`config.mk`:
```
export PLATFORM = sky130hd
export DESIGN_NAME = instr_fetch_stage
export DESIGN_NICKNAME = d
export VERILOG_FILES = /design/src/rtl/instr_fetch_stage.sv
export SDC_FILE = /design/constraint.sdc
export NUM_CORES = 1
export LEC_CHECK = 0
export ABC_CLOCK_PERIOD_IN_PS = 5200
export CAP_MARGIN = 20
export CORE_UTILIZATION = 25
export DETAILED_ROUTE_END_ITERATION = 7
export PLACE_DENSITY = 0.51
export SLEW_MARGIN = 30
export SYNTH_ARGS = -nofsm -noshare
export SYNTH_HDL_FRONTEND = slang
export SYNTH_SLANG_ARGS = --single-unit
```
`constraint.sdc`:
```
create_clock -name clk -period 5.2 [get_ports clk]
set_input_delay 1.56 -clock clk [delete_from_list [all_inputs] [get_ports clk]]
set_output_delay 1.56 -clock clk [all_outputs]
set_load 0.02 [all_outputs]
```
`src/rtl/instr_fetch_stage.sv`:
```
// Instruction-fetch stage: small writable instruction memory, program counter and
// IDLE/RUN/HALT run control, emitting one registered instruction per cycle to decode.
module instr_fetch_stage #(
    parameter int          ADDR_W    = 4,
    parameter logic [31:0] HALT_WORD = 32'hFFFF_FFFF
) (
    input  logic              clk,
    input  logic              rst,
    input  logic              start,
    input  logic              stall,
    input  logic              imem_we,
    input  logic [ADDR_W-1:0] imem_addr,
    input  logic [31:0]       imem_wdata,
    output logic [31:0]       InstrOut,
    output logic              InstrValid,
    output logic [ADDR_W-1:0] PC,
    output logic              Busy,
    output logic              Halted,
    output logic [1:0]        state_dbg
);

    // Handshake: InstrValid qualifies InstrOut for one cycle; there is no ready from
    // decode, so stall is the only back-pressure and freezes PC, InstrOut, InstrValid.
    // While InstrValid is low, InstrOut is forced to zero, which decode treats as a NOP.

    localparam int DEPTH = 2 ** ADDR_W;

    typedef enum logic [1:0] {
        S_IDLE = 2'd0,
        S_RUN  = 2'd1,
        S_HALT = 2'd2
    } state_t;

    state_t            state_q;
    state_t            state_nxt;
    logic [ADDR_W-1:0] pc_nxt;
    logic [31:0]       instr_nxt;
    logic              valid_nxt;
    logic [31:0]       fetch_word;
    logic              mem_wr;

    logic [31:0] mem [DEPTH];

    assign fetch_word = mem[PC];
    assign mem_wr     = imem_we && (state_q != S_RUN);
    assign state_dbg  = state_q;

    // Memory is deliberately not reset so a program survives a reset.
    always_ff @(posedge clk) begin
        if (mem_wr) begin
            mem[imem_addr] <= imem_wdata;
        end
    end

    always_ff @(posedge clk or negedge rst) begin
        if (!rst) begin
            state_q    <= S_IDLE;
            PC         <= '0;
            InstrOut   <= 32'h0;
            InstrValid <= 1'b0;
            Busy       <= 1'b0;
            Halted     <= 1'b0;
        end else begin
            state_q    <= state_nxt;
            PC         <= pc_nxt;
            InstrOut   <= instr_nxt;
            InstrValid <= valid_nxt;
            Busy       <= (state_nxt == S_RUN);
            Halted     <= (state_nxt == S_HALT);
        end
    end

    always_comb begin
        state_nxt = state_q;
        pc_nxt    = PC;
        instr_nxt = InstrOut;
        valid_nxt = InstrValid;
        unique case (state_q)
            S_IDLE, S_HALT: begin
                instr_nxt = 32'h0;
                valid_nxt = 1'b0;
                if (start) begin
                    state_nxt = S_RUN;
                    pc_nxt    = '0;
                end
            end
            S_RUN: begin
                if (!stall) begin
                    if (fetch_word == HALT_WORD) begin
                        // The halt marker is consumed here and never reaches decode.
                        state_nxt = S_HALT;
                        instr_nxt = 32'h0;
                        valid_nxt = 1'b0;
                    end else begin
                        instr_nxt = fetch_word;
                        valid_nxt = 1'b1;
                        pc_nxt    = PC + ADDR_W'(1);
                    end
                end
            end
            default: begin
                state_nxt = S_IDLE;
                pc_nxt    = '0;
                instr_nxt = 32'h0;
                valid_nxt = 1'b0;
            end
        endcase
    end

endmodule

```
# Word level (Yosys, flattened, before mapping)
# Memories as Yosys holds them, arrays and structs flattened.
# Index checks and enable logic that the tools add are counted.
# totals
memories	1
output_inout_bits	41
input_bits	41
ramBits	512
register_bits	41
# memory_table
name	words	word_bits	read_ports	rd_ports_with_merged_regs	wr	line	source
mem	16	32	1	0	1	42	logic [31:0] mem [DEPTH];
# classes
n_reduce_logical	4
eq_ne	9
n_addsub	1
muxes	16
# op_table
cell	n
32-bit 2-to-1 mux	3
32-bit == test (second input constant)	1
4-bit 2-to-1 mux	3
4-bit one-hot mux with 2 select lines	1
2-bit 2-to-1 mux	3
2-bit inequality test (second input constant)	3
1-bit 2-to-1 mux	5
4-bit by 1-bit adder with 4-bit output (second input constant)	1
2-bit by 1-bit == test with 1-bit output (second input constant)	2
2-bit == test (second input constant)	2
2-bit one-hot mux with 2 select lines	1
3-bit AND reduction	1
2-bit logical NOT	1
2-bit by 1-bit inequality test with 1-bit output (second input constant)	1
2-bit OR reduction	1
1-bit logical AND	1

# Logic depth before layout (Yosys ltp)
# An unclocked memory read counts as a cell.
# depth
ltp_word	6
depth_mapped	11
mapped_depth_nobuf	7

# Worst setup path before layout
# Ideal clock, no wire load.
# synth_path
path_type	input port to flip-flop
startpoint	input imem_we
endpoint	memory mem[0][0] (enable)
arrival_time_ns	4.202
stages	3
setup_time_ns	0.461
path_buffers	0
slack_ns	0.537
required_ns	4.739
cell_sequence	nand2_1 -> or3_1 -> nor3_1
# synth_between
elab_chain_cells	3
# synth_lines
element	line	source
from (decl)	11	input logic imem_we,
1-bit logical AND	45	assign mem_wr = imem_we && (state_q != S_RUN);
1-bit 2-to-1 mux	50	if (mem_wr) begin
1-bit 2-to-1 mux (implied by the code)	51	mem[imem_addr] <= imem_wdata;
to (decl)	42	
# No other way between the ends.

# Final worst setup path
# layout_path
startpoint	register PC[2]
endpoint	output PC[2]
# layout_rtl
element	line	source
from (decl)	16	output logic [ADDR_W-1:0] PC,
from (signal assigned)	65	PC <= pc_nxt;
# No word-level cell between the ends.

==> key figures <==
Yosys
  – Post-Synthesis Net Count: 978
  – Netlist cell types: 36
  – Post-synthesis sequential element count: 553
  – Post-Syn Area per Cell: 22.43 sq um
  – Yosys Warn Count: 0
  – Yosys top cell area share: between 70 and 80%
  – Instance count of the mapped netlist: 936
  – Library cell with the largest summed area after synthesis: sky130_fd_sc_hd__edfxtp_1
  – Area contributors post-synth: sky130_fd_sc_hd__edfxtp_1 (73%), sky130_fd_sc_hd__mux4_2 (14%), sky130_fd_sc_hd__dfrtp_1 (4.9%), sky130_fd_sc_hd__a22oi_1 (2.2%), sky130_fd_sc_hd__a22o_1 (1.4%)
  – Cell area after technology mapping: between 20000 and 25000 sq um
  – Share of the yosys chip area belonging to registers: a little under 80%

CTS
  – # hold bufs at CTS: 0
  – Gates resized, CTS repair: 0
  – Clock tree from TritonCTS: done
  – Register clock-pin slew on the reported worst setup and hold paths: 60 ps
  – Num Clock Sinks: 553
  – Deepest level of the CTS H-tree: 2
  – Total CTS buffers: 54
  – Clock latency of the later-clocked register in the worst-skew pair: 600 ps
  – CTS root buf: sky130_fd_sc_hd__clkbuf_16
  – Clock Tree Buf Depth: 3
  – Post-CTS Repair Setup Buffers: 0

GRT
  – Met1 Track Usage GR: 17.92%
  – Number of antenna violations at the first check in global routing: 6
  – First-pass GRT wire length: 77200 microns
  – Combined global-route utilization of all metal layers: 12.57%
  – Met3 routing resource usage after global routing: ~3.0%
  – Most crowded layer after global routing: met2
  – Largest net degree at the start of global routing: between 40 and 50
  – Routing usage on met2: 19.16%
  – Number of global-route vias before repair: roughly 11000
  – Leftover overflow at the end of global routing: 0

Floorplan
  – Count of boundary I/O pins: 82
  – Die Wd: between 200 and 300 microns
  – Area of the core: 82640 sq um
  – Effective utilization at floorplan: 25.41%
  – Number of placement rows: 105
  – Area of the die: 85140 sq um
  – Chip height: 291.8 microns

STA
  – Minimum period implied by the final worst setup slack: ~4200 ps
  – Hold slack final: 510.9 ps
  – Max-slew headroom at the worst pin: 43.24%
  – Total of endpoints with negative setup slack in the final report: 0
  – Final hold violation count: 0
  – Timing-limited maximum frequency: 237.4 MHz
  – Transition time at the pin with the least slew margin: 849.4 ps
  – Max-slew violations: 0
  – Final critical-path setup slack: 986.9 ps
  – Final period util: 81.02%
  – Sum of negative setup slack: 0 ps
  – Setup repair after global routing missed its margin: false
  – Largest clock skew in the final design: 9.636 ps

Cells and area
  – Sequential cell area: ~16000 sq um
  – Core utilization of the finished layout: a little under a third
  – Commonest non-fill, non-tap cell in the layout: sky130_fd_sc_hd__edfxtp_1
  – Commonest cells after routing, fill and taps aside: sky130_fd_sc_hd__edfxtp_1 (512), sky130_fd_sc_hd__mux4_2 (128), sky130_fd_sc_hd__clkdlybuf4s50_1 (80), sky130_fd_sc_hd__a22oi_1 (62), sky130_fd_sc_hd__clkbuf_16 (55)
  – Fraction of layout cells with a size suffix above 1: 24.80%
  – Area used by multi-input combinational logic: 4374 sq um
  – Final #Nets: roughly 1100
  – Count of fill cells added during filler insertion: 7867
  – Layout overhead on the synthesized area: 19.64%

Drt
  – Mean number of vias per cell: 4.636
  – Number of detailed-routing iterations run before antenna repair: 7
  – Aggregate routed wire length: 53360 microns
  – Wire per inst: 24.43 microns
  – Initial DRC Count: 813
  – DRC Markers: 0
  – Final ANT Viol Nets: 0
  – Total via count in the routed design: 10130

Power
  – Tot Pwr: between 0.01 and 0.015 W
  – LEAKAGE: 7.892 nW
  – Maximum resistive drop on vdd: 306.6 uV
  – Cell area power density: between 400 and 500 nW/um^2

Worst setup path
  – Sort of element at the end of the critical path: output port
  – Critical Path Source Type: register
  – Slowest cell on the critical path: sky130_fd_sc_hd__clkdlybuf4s50_1
  – Maximum single-stage delay on the critical path: 640 ps
  – Critical path, cell by cell: buf_4, buf_4, clkdlybuf4s50_1
  – Required time worst endpoint: 3640 ps
  – Library cell appearing most often on the critical path: sky130_fd_sc_hd__buf_4
  – CP Max Fanout: 29
  – Family of cells with the greatest summed delay on the critical path: buffers and inverters
  – Kind of critical path: reg2out
  – Arrival time of data at the critical path endpoint: 2650 ps
  – Buffers plus inverters on the worst setup path: 3

Placed design
  – Placer Congestion: between 0.7 and 0.8
  – Pre-CTS setup slack: 1159 ps
  – Post-DP HPWL: 32600 microns
  – Count of buffers from port buffering: just over 80

Worst hold path
  – Kind of path behind the tightest hold check: reg2reg

Job
  – Max Cap Violations: 0

Status
  – Outcome: completed
-- cell families after synthesis --
logic type,synth area share [%]
mux,13.87
flops,78.12
buf+inv,1.603
simple gates,2.145
compound gates,4.201
fa+ha+maj,0.05959
-- cell type report --
cell class | instances | area share, %
clock buffers | 71 | 5.719
inverters | 2 | 0.02989
repair buffers | 126 | 4.802
multi-input cells | 331 | 17.41
diodes | 1 | 0.009963
well taps | 1070 | 5.330
flip-flops and latches | 553 | 65.33
clock inverters | 30 | 1.365
-- cells in the mapped netlist (all sizes together) --
| cell type | instances |
|---|---|
| a22oi | 62 |
| ha | 1 |
| nand4 | 10 |
| a311oi | 1 |
| and4 | 1 |
| nand2 | 37 |
| nor2 | 20 |
| o21ai | 3 |
| a21o | 1 |
| inv | 2 |
| nor2b | 5 |
| nand2b | 4 |
| a211oi | 1 |
| mux2i | 3 |
| o21ba | 1 |
| a31oi | 1 |
| clkbuf | 17 |
| a2111oi | 2 |
| mux4 | 128 |
| edfxtp | 512 |
| a22o | 34 |
| dfrtp | 41 |
| a311o | 2 |
| nand3b | 1 |
| o2bb2ai | 1 |
| and2 | 4 |
| buf | 33 |
| a21oi | 1 |
| nor3 | 4 |
| nor4 | 2 |
| or3 | 1 |
-- registers in the layout, indices dropped and copies added (netlist names) --
register / count
mem: 512
InstrOut: 32
PC: 4
Halted: 1
InstrValid: 1
Busy: 1
state_dbg: 2
-- per-stage QoR --
| stage | cell area [sq um] | cells |
|---|---|---|
| after detailed placement | 23340 | 2082 |
| after floorplan | 21000 | 936 |
| after CTS | 25120 | 2183 |
| after global placement | 23340 | 2082 |
| after global routing | 25120 | 2183 |
| final | 25120 | 2184 |
-- final timing paths --
check / cells after the start / end / slack (ps) / startpoint
worst max-delay path: 3 / PC[2] / 990 / PC[2]
worst min register to register: 1 / InstrOut[23] / 510 / InstrOut[23]
max in group asynchronous: 2 / PC[1] / 3680 / rst
worst min-delay path: 1 / InstrOut[23] / 510 / InstrOut[23]
min in group asynchronous: 2 / InstrOut[30] / 1050 / rst
worst max register to register: 10 / InstrOut[14] / 1530 / PC[0]
-- report_power, final --
| group | internal [W] | switching, W |
|---|---|---|
| clock network | 0.00234 | 0.00164 |
| registers | 0.00500 | 0.000293 |
| logic | 0.00122 | 0.00148 |
| total | 0.00856 | 0.00341 |
-- layer usage --
layer / routed length [microns] / share of wire, % / vias up
met2: 24430 / 46 / 327
met3: 3629 / 6.8 / 66
met5: 46 / 0.086 / -
met1: 24400 / 46 / 5483
li1: - / - / 4242
met4: 861 / 1.6 / 8
Power figures use the tool's default switching activity.
